File: config.mk
export PLATFORM = sky130hd
export DESIGN_NAME = uart_tx_arbiter
export DESIGN_NICKNAME = d
export VERILOG_FILES = /design/src/rtl/uart_pkg.sv /design/src/rtl/uart_rr_pick.sv /design/src/rtl/uart_tx_arbiter.sv
export SDC_FILE = /design/constraint.sdc
export NUM_CORES = 1
export LEC_CHECK = 0
export ABC_AREA = 1
export CORE_MARGIN = 4
export CORE_UTILIZATION = 40
export CTS_CLUSTER_DIAMETER = 120
export DETAILED_ROUTE_END_ITERATION = 16
export PLACE_DENSITY = 0.76
export SETUP_SLACK_MARGIN = 0.05
export SLEW_MARGIN = 20
export SYNTH_ARGS = -nofsm -noshare
export SYNTH_HDL_FRONTEND = slang
export SYNTH_SLANG_ARGS = --single-unit
export TNS_END_PERCENT = 10
File: constraint.sdc
create_clock -name clk -period 1.7 [get_ports clk]
set_input_delay 0.425 -clock clk [delete_from_list [all_inputs] [get_ports clk]]
set_output_delay 0.425 -clock clk [all_outputs]
set_load 0.02 [all_outputs]
File: src/rtl/uart_pkg.sv
// Shared types and helpers for the UART transmit-side arbitration logic.
package uart_pkg;

    typedef logic [7:0] byte_t;

    typedef enum logic [0:0] {
        IDLE,
        BUSY
    } arb_state_t;

    localparam int unsigned MSG_CNT_W = 16;

    // Round-robin candidate: index 'offset' places above 'base', wrapping at n.
    function automatic int unsigned rr_next(input int unsigned base,
                                            input int unsigned offset,
                                            input int unsigned n);
        return (base + offset) % n;
    endfunction

endpackage

File: src/rtl/uart_rr_pick.sv
// Combinational round-robin picker: first set request above i_last_grant, wrapping.
// Non-power-of-two request counts wrap at NUM_REQ, so unused indices are never chosen.
module uart_rr_pick
    import uart_pkg::*;
#(
    parameter int unsigned NUM_REQ = 4,
    parameter int unsigned IDX_W   = $clog2(NUM_REQ)
) (
    input  logic [NUM_REQ-1:0] i_req,
    input  logic [IDX_W-1:0]   i_last_grant,
    output logic [IDX_W-1:0]   o_winner,
    output logic               o_found
);

    // Scan from last_grant+1 upward; lowest offset with a request wins.
    always_comb begin
        int unsigned w_cand;
        o_winner = '0;
        o_found  = 1'b0;
        w_cand   = 0;
        for (int unsigned k = 1; k <= NUM_REQ; k++) begin
            w_cand = rr_next(32'(i_last_grant), k, NUM_REQ);
            if (!o_found && i_req[w_cand]) begin
                o_found  = 1'b1;
                o_winner = IDX_W'(w_cand);
            end
        end
    end

endmodule

File: src/rtl/uart_tx_arbiter.sv
// Message-granular round-robin arbiter in front of the UART transmit byte port.
// A grantee keeps the transmitter until it hands over a byte flagged last.
// Optional macro UART_TX_ARB_TIMEOUT_EN adds a forced release after IDLE_TIMEOUT
// idle cycles and the abort_count port.
module uart_tx_arbiter
    import uart_pkg::*;
#(
    parameter int unsigned NUM_REQ      = 4,
    parameter int unsigned IDLE_TIMEOUT = 1024
) (
    input  logic                       clk,
    input  logic                       rst,
    input  logic [NUM_REQ-1:0]         req_valid,
    input  logic [NUM_REQ*8-1:0]       req_data,
    input  logic [NUM_REQ-1:0]         req_last,
    output logic [NUM_REQ-1:0]         req_ready,
    output logic                       tx_data_valid,
    output logic [7:0]                 tx_data,
    input  logic                       tx_data_ready,
    output logic                       busy,
    output logic [$clog2(NUM_REQ)-1:0] grant_idx,
    output logic [MSG_CNT_W-1:0]       msg_count
`ifdef UART_TX_ARB_TIMEOUT_EN
    ,
    output logic [7:0]                 abort_count
`endif
);

    localparam int unsigned IDX_W = $clog2(NUM_REQ);

    if (NUM_REQ < 2 || NUM_REQ > 8 || IDLE_TIMEOUT < 2) begin : g_bad_param
        $error("uart_tx_arbiter: NUM_REQ must be 2..8 and IDLE_TIMEOUT at least 2");
    end

    arb_state_t             r_state;
    logic [IDX_W-1:0]       r_grant_idx;
    logic [IDX_W-1:0]       r_last_grant;
    logic [MSG_CNT_W-1:0]   r_msg_count;
    logic                   r_busy;

    logic [IDX_W-1:0]       w_winner;
    logic                   w_found;
    logic                   w_sel_valid;
    logic                   w_sel_last;
    byte_t                  w_sel_data;
    logic                   w_xfer;
    logic                   w_timeout;

    uart_rr_pick #(
        .NUM_REQ (NUM_REQ),
        .IDX_W   (IDX_W)
    ) u_pick (
        .i_req        (req_valid),
        .i_last_grant (r_last_grant),
        .o_winner     (w_winner),
        .o_found      (w_found)
    );

    // Select the current grantee's valid/last/data.
    always_comb begin
        w_sel_valid = 1'b0;
        w_sel_last  = 1'b0;
        w_sel_data  = '0;
        for (int unsigned i = 0; i < NUM_REQ; i++) begin
            if (r_grant_idx == IDX_W'(i)) begin
                w_sel_valid = req_valid[i];
                w_sel_last  = req_last[i];
                w_sel_data  = req_data[i*8 +: 8];
            end
        end
    end

    // Drive the UART side and the grantee's ready; everything is quiet outside BUSY.
    always_comb begin
        tx_data_valid = 1'b0;
        tx_data       = '0;
        req_ready     = '0;
        if (r_state == BUSY) begin
            tx_data_valid = w_sel_valid;
            tx_data       = w_sel_data;
            for (int unsigned i = 0; i < NUM_REQ; i++) begin
                req_ready[i] = (r_grant_idx == IDX_W'(i)) && tx_data_ready;
            end
        end
    end

    assign w_xfer = (r_state == BUSY) && w_sel_valid && tx_data_ready;

`ifdef UART_TX_ARB_TIMEOUT_EN
    localparam int unsigned TO_W = $clog2(IDLE_TIMEOUT);

    logic [TO_W-1:0] r_idle_cnt;
    logic [7:0]      r_abort_count;

    // Valid-high-but-stalled cycles neither count nor clear the idle counter.
    assign w_timeout = (r_state == BUSY) && !w_sel_valid &&
                       (r_idle_cnt == TO_W'(IDLE_TIMEOUT - 1));

    // Idle counter and saturating abort counter for forced releases.
    always_ff @(posedge clk) begin
        if (rst) begin
            r_idle_cnt    <= '0;
            r_abort_count <= '0;
        end else begin
            if (r_state != BUSY || w_xfer || w_timeout) begin
                r_idle_cnt <= '0;
            end else if (!w_sel_valid) begin
                r_idle_cnt <= r_idle_cnt + 1'b1;
            end
            if (w_timeout && r_abort_count != 8'hFF) begin
                r_abort_count <= r_abort_count + 1'b1;
            end
        end
    end

    assign abort_count = r_abort_count;
`else
    assign w_timeout = 1'b0;
`endif

    // Arbitration FSM: IDLE spends one cycle picking a winner, BUSY holds it to last.
    always_ff @(posedge clk) begin
        if (rst) begin
            r_state      <= IDLE;
            r_busy       <= 1'b0;
            r_grant_idx  <= '0;
            r_last_grant <= IDX_W'(NUM_REQ - 1);
            r_msg_count  <= '0;
        end else begin
            case (r_state)
                IDLE: begin
                    if (w_found) begin
                        r_grant_idx <= w_winner;
                        r_busy      <= 1'b1;
                        r_state     <= BUSY;
                    end
                end
                BUSY: begin
                    if (w_xfer && w_sel_last) begin
                        r_last_grant <= r_grant_idx;
                        r_msg_count  <= r_msg_count + 1'b1;
                        r_busy       <= 1'b0;
                        r_state      <= IDLE;
                    end else if (w_timeout) begin
                        r_last_grant <= r_grant_idx;
                        r_busy       <= 1'b0;
                        r_state      <= IDLE;
                    end
                end
                default: begin
                    r_busy  <= 1'b0;
                    r_state <= IDLE;
                end
            endcase
        end
    end

    assign busy      = r_busy;
    assign grant_idx = r_grant_idx;
    assign msg_count = r_msg_count;

endmodule

==> results of run 1 <==
final cells by class:
class / instances / area, um^2
clock buffer: 3 / 41.3
clock inverter: 1 / 30.0
fill: 360 / 1080
inverter: 25 / 104
multi-input combinational: 235 / 1220
sequential: 22 / 450
tap: 50 / 62.6
timing repair buffer: 119 / 1090
flip-flops by register name, indices dropped and copies added (netlist names):
signal / count
grant_idx: 2
r_state: 1
busy: 1
r_last_grant: 2
msg_count: 16
final timing paths:
kind | start | slack, ps | endpoint | cells past startpoint
setup / recovery | req_data[12] | -140 | tx_data[4] | 6
hold / removal | busy | 470 | busy | 2
setup reg to reg | grant_idx[1] | -10 | msg_count[1] | 11
hold reg to reg | busy | 470 | busy | 2
per-stage QoR:
stage	cell area (um^2)	utilization, %	setup slack, ps	power, mW
6_report	3000	73.5	-141	2.09
4_1_cts	2930	71.7	-161	2.05
2_1_floorplan	1750	-	46.8	1.06
3_5_place_dp	2820	69.1	-650	1.50
3_3_place_gp	2820	69.1	-653	1.49
5_1_grt	3000	73.5	-216	2.22
cells by family (layout without fill, tap and decap cells):
group,Yosys count,after routing,synth area share [%]
buffers and inverters,33,148,9.18
DFF,22,22,25.6
AOI/OAI and AO/OA,43,43,14.8
adders and majority gates,1,1,0.728
and+or+nand+nor,181,181,44.6
xor gates and xnor gates,10,10,5.10
critical path, stage by stage:
cell and delay (ps):
clkdlybuf4s50_1 460, nor2_1 60, nor2_2 90, o221ai_2 100, a21oi_2 150, buf_6 140
synth_stat cells, drive strengths merged (3+ instances only):
cell	n	area (um^2)
buf	7	57.5
nand3b	3	22.5
xnor2	7	61.3
nor2	35	148
nand3	34	170
nand2	104	395
xor2	3	26.3
o221ai	3	26.3
dfxtp	22	440
a21oi	24	143
inv	23	88.8
o21ai	14	70.1
report_power, final:
group / leakage [nW] / total (mW) / internal [mW] / switching (mW)
Combinational: 1.27 / 1.01 / 0.494 / 0.515
Sequential: 0.180 / 0.592 / 0.543 / 0.0495
Clock: 0.0357 / 0.492 / 0.315 / 0.177
routing by layer:
metal | routed length, um | global-route usage, %
met4 | 166 | 7.85
met3 | 391 | 4.24
met5 | 0 | 0
met2 | 2840 | 39.6
met1 | 2480 | 27.4
repair_timing:
action | 4_1_cts | 5_1_grt
resized for setup | 114 | 25
endpoints found under the setup margin | 50 | 40
buffers inserted | 4 | 0
pin swaps | 12 | 7
==> flow_summary.yaml, run 1 <==
synthesis:
  yosys_warnings: 0
  synthFlopType: "dfxtp_1"
  synthesis.instances: 290
  synth_edf_count: 0
  synth-seq-cells: 22
  seq_area_frac_synth_pct: 25.6
  synth-async-reset-ratio_pct: 0
  synth_area_um2: 1720
  yosysUniqueCellTypes: 28
  syn_area_per_cell_um2: 5.92
  synthesis.nets: 334
placement:
  gp_congestion: 0.853
  place_hpwl_mm: 4.52
  place_inst: 447
  io_buffers: 74
global_route:
  grt_pass1_wl_mm: 9.78
  antenna_found_initial: 0
  grt_max_degree: 16
  grt_overflow: 0
  grt_use_total_pct: 22.6
  grt_pass1_vias: 2236
timing:
  timing.setup.tns_ps: -1060
  rsz0062_at_grt: "yes"
  drv_slew: 0
  holdWs_ps: 474
  max_freq_mhz: 543
  hold_viol: 0
  setup_ws_ps: -141
  tightest_slew_ps: 379
  skew_ps: 3.82
  slew_headroom_pct: 74.7
  setup_viol: 11
  layout_min_cycle_time_ps: 1840
  fin_crit_sh_pct: 108
detailed_routing:
  wirelength_mm: 5.88
  wl_per_cell_um: 12.9
  drc: 0
  route.vias.total: 2271
  drt_iter0_markers: 89
  ant_nets: 0
  dr.pass1.iters: 4
  viasPerCell: 4.99
layout:
  final_common_cell: "nand2_1"
  diodes: 0
  final_cells: 455
  final_cell_mix: "95 x nand2_1, 45 x buf_4, 35 x clkdlybuf4s50_1"
  drive_above_1_share_pct: 25.2
  fin_nets: 450
  syn_to_final_growth_pct: 74.7
floorplanning:
  io_pins: 75
  initial_core_util_pct: 42.0
  die_h_um: 73.5
  die_w_um: 73.5
  coreArea_um2: 4090
  die_area_um2: 5410
  rows: 23
worst_setup_path:
  start_kind: "input port"
  crit_required_ps: 1270
  arrival_ps: 1420
  path_class: "input port to output pin"
  cp_max_fo: 1
  end_kind: "output pin"
outcome:
  violations: "negative setup slack"
  outcome: "finished with violations"
pwr:
  p_leak_nw: 1.49
  ir_drop_v: 0.000376
  p_per_area_nw_per_um2: 697
clock_tree:
  numCtsBuffers: 3
  clk_latency_ps: 260
  clkTransAtPathRegs_ps: 80
  cts_buffer_depth: 2
  cts-root-buf: "clkbuf_8"
  clock-sinks: 22
  htreeDepth: 1
  hold_buffers: 0
  cts_tree: "done"
worst_hold_path:
  worstHoldPathType: "flip-flop to flip-flop"
job:
  maxCapViolCount: 0
Note: power is estimated with default switching activity, not from simulation.
==> inputs of run 2 (changes only) <==
- TNS_END_PERCENT: 10 -> 5
==> run 2 against run 1 <==
Effect of this change: the flow still finishes with violations (negative setup slack); non-clock buffer count down 2; hold slack worse by 6.8 ps; sequential power about the same; total power decreased by 2.3%; sequential share of layout area is 0.24 points higher; count of clock-buffer cells in the layout did not move; worst setup slack gained 4.7 ps; die area did not move; critical endpoint unchanged; register-to-register slack hardly changed; flip-flop and latch count is the same; first-iteration DRC count grew 13%.
==> flow_summary.yaml, run 2 (synthesized netlist as in run 1, its figures left out) <==
timing:
  drv_slew: 0
  setup_viol: 11
  fin_crit_sh_pct: 108
  max_freq_mhz: 545
  skew_ps: 3.00
  tightest_slew_ps: 379
  setup_ws_ps: -136
  slew_headroom_pct: 74.7
  rsz0062_at_grt: "yes"
  layout_min_cycle_time_ps: 1840
  timing.setup.tns_ps: -968
  hold_viol: 0
detailed_routing:
  wirelength_mm: 5.67
  ant_nets: 0
  drt_iter0_markers: 101
  drc: 0
  wl_per_cell_um: 12.5
  route.vias.total: 2249
  dr.pass1.iters: 4
  viasPerCell: 4.96
worst_setup_path:
  cpMostUsedCell: "nor2_1"
  path_class: "input port to output pin"
  arrival_ps: 1410
  crit_path_max_incr_delay_ps: 460
  cp_max_fo: 1
  cp_slowest_cell: "clkdlybuf4s50_1"
  start_kind: "input port"
  crit_required_ps: 1270
  cp_cell_sequence: "clkdlybuf4s50_1 -> nor2_1 -> nor2_1 -> o221ai_1 -> a21oi_2 -> buf_6"
  end_kind: "output pin"
floorplanning:
  rows: 23
  die_h_um: 73.5
  io_pins: 75
  coreArea_um2: 4090
  die_w_um: 73.5
  initial_core_util_pct: 42.0
  die_area_um2: 5410
pwr:
  switching_share_pct: 34.8
  p_per_area_nw_per_um2: 692
  p_int_mw: 1.33
  p_comb_share_pct: 47.3
  power.total_mw: 2.04
  p_clk_share_pct: 23.9
  power_frac_seq_pct: 28.8
  ir_drop_v: 0.000373
  p_leak_nw: 1.46
  p_switching_mw: 0.711
clock_tree:
  clk_latency_ps: 260
  cts_buffer_depth: 2
  cts_tree: "done"
  clock-sinks: 22
  cts-root-buf: "clkbuf_8"
  hold_buffers: 0
  clkTransAtPathRegs_ps: 80
  numCtsBuffers: 3
  htreeDepth: 1
layout:
  final_core_util_pct: 72.3
  largest_register_ffs: 16
  multi_input_area_um2: 1180
  num-fill-cells: 364
  drive_above_1_share_pct: 22.3
  final_common_cell: "nand2_1"
  final_cell_mix: "98 x nand2_1, 44 x buf_4, 37 x clkdlybuf4s50_1"
  diodes: 0
  fin_nets: 448
  seq_area_um2: 450
  syn_to_final_growth_pct: 72.0
placement:
  place_hpwl_mm: 4.52
  gp_congestion: 0.853
  io_buffers: 74
global_route:
  grt_pass1_vias: 2222
  grt_use_total_pct: 22.2
  grt_pass1_wl_mm: 9.66
  antenna_found_initial: 0
  grt_max_degree: 16
  grt_overflow: 0
worst_hold_path:
  worstHoldPathType: "flip-flop to flip-flop"
job:
  maxCapViolCount: 0
outcome:
  outcome: "finished with violations"
  violations: "negative setup slack"
==> run 2: changes by cell type in the layout (fill, tap and decap cells not counted), moves of 2 or more <==
| cell | before | now |
|---|---|---|
| nor2_1 | 29 | 33 |
| dlygate4sd2_1 | 22 | 19 |
| nand2_1 | 95 | 98 |
| nand2_2 | 8 | 5 |
| nor2_2 | 4 | 1 |
| buf_6 | 11 | 9 |
| clkdlybuf4s50_1 | 35 | 37 |
==> run 2: path summary, 6_finish.rpt <==
kind                                    from           end  slack, ps  depth (start not counted)
worst max register to register  grant_idx[0]  msg_count[1]          0                         12
worst min register to register          busy          busy        470                          2
worst min-delay path                    busy          busy        470                          2
worst max-delay path            req_data[12]    tx_data[4]       -140                          6
==> run 2: through the flow <==
step | hold WS [ps] | area [um^2] | setup slack, ps | cells
final | 467 | 2960 | -136 | 453
after global placement | 441 | 2820 | -653 | 447
after CTS | 469 | 2910 | -161 | 453
after floorplan | 488 | 1750 | 46.8 | 290
after global routing | 488 | 2960 | -230 | 453
after detailed placement | 459 | 2820 | -650 | 447
==> run 2: area by class of cell <==
| class | instances | area share [%] |
|---|---|---|
| timing repair buffer | 117 | 36.7 |
| tap | 50 | 2.12 |
| sequential | 22 | 15.2 |
| inverter | 25 | 3.47 |
| clock buffer | 3 | 1.40 |
| clock inverter | 1 | 1.02 |
| multi-input combinational | 235 | 40.1 |
==> run 2: critical path, delay by kind of cell <==
kind,cells,cell delay (ps)
AND/OR/NAND/NOR,2,110
buffers and inverters,2,590
AO/OA/AOI/OAI,2,280
==> run 2: routing by layer <==
layer | vias to the layer above | track usage (%) | share of wire (%)
li1 | 1174 | - | -
met1 | 1008 | 27.1 | 45
met2 | 61 | 40.0 | 48
met3 | 6 | 4.24 | 6.4
met4 | 0 | 4.63 | 1.0
met5 | - | 0 | 0
==> run 2: timing repair <==
action / 4_1_cts / 5_1_grt
endpoints found under the setup margin: 50 / 40
buffers inserted: 2 / 0
gates resized for setup: 108 / 18
pin swaps: 4 / 1
==> run 2: power by group through the flow <==
stage | Clock [mW] | Sequential [mW] | Combinational (mW)
3_3_place_gp | 0 | 0.599 | 0.895
2_1_floorplan | 0 | 0.606 | 0.459
6_report | 0.488 | 0.589 | 0.967
5_1_grt | 0.525 | 0.595 | 1.06
4_1_cts | 0.500 | 0.588 | 0.944
3_5_place_dp | 0 | 0.600 | 0.905
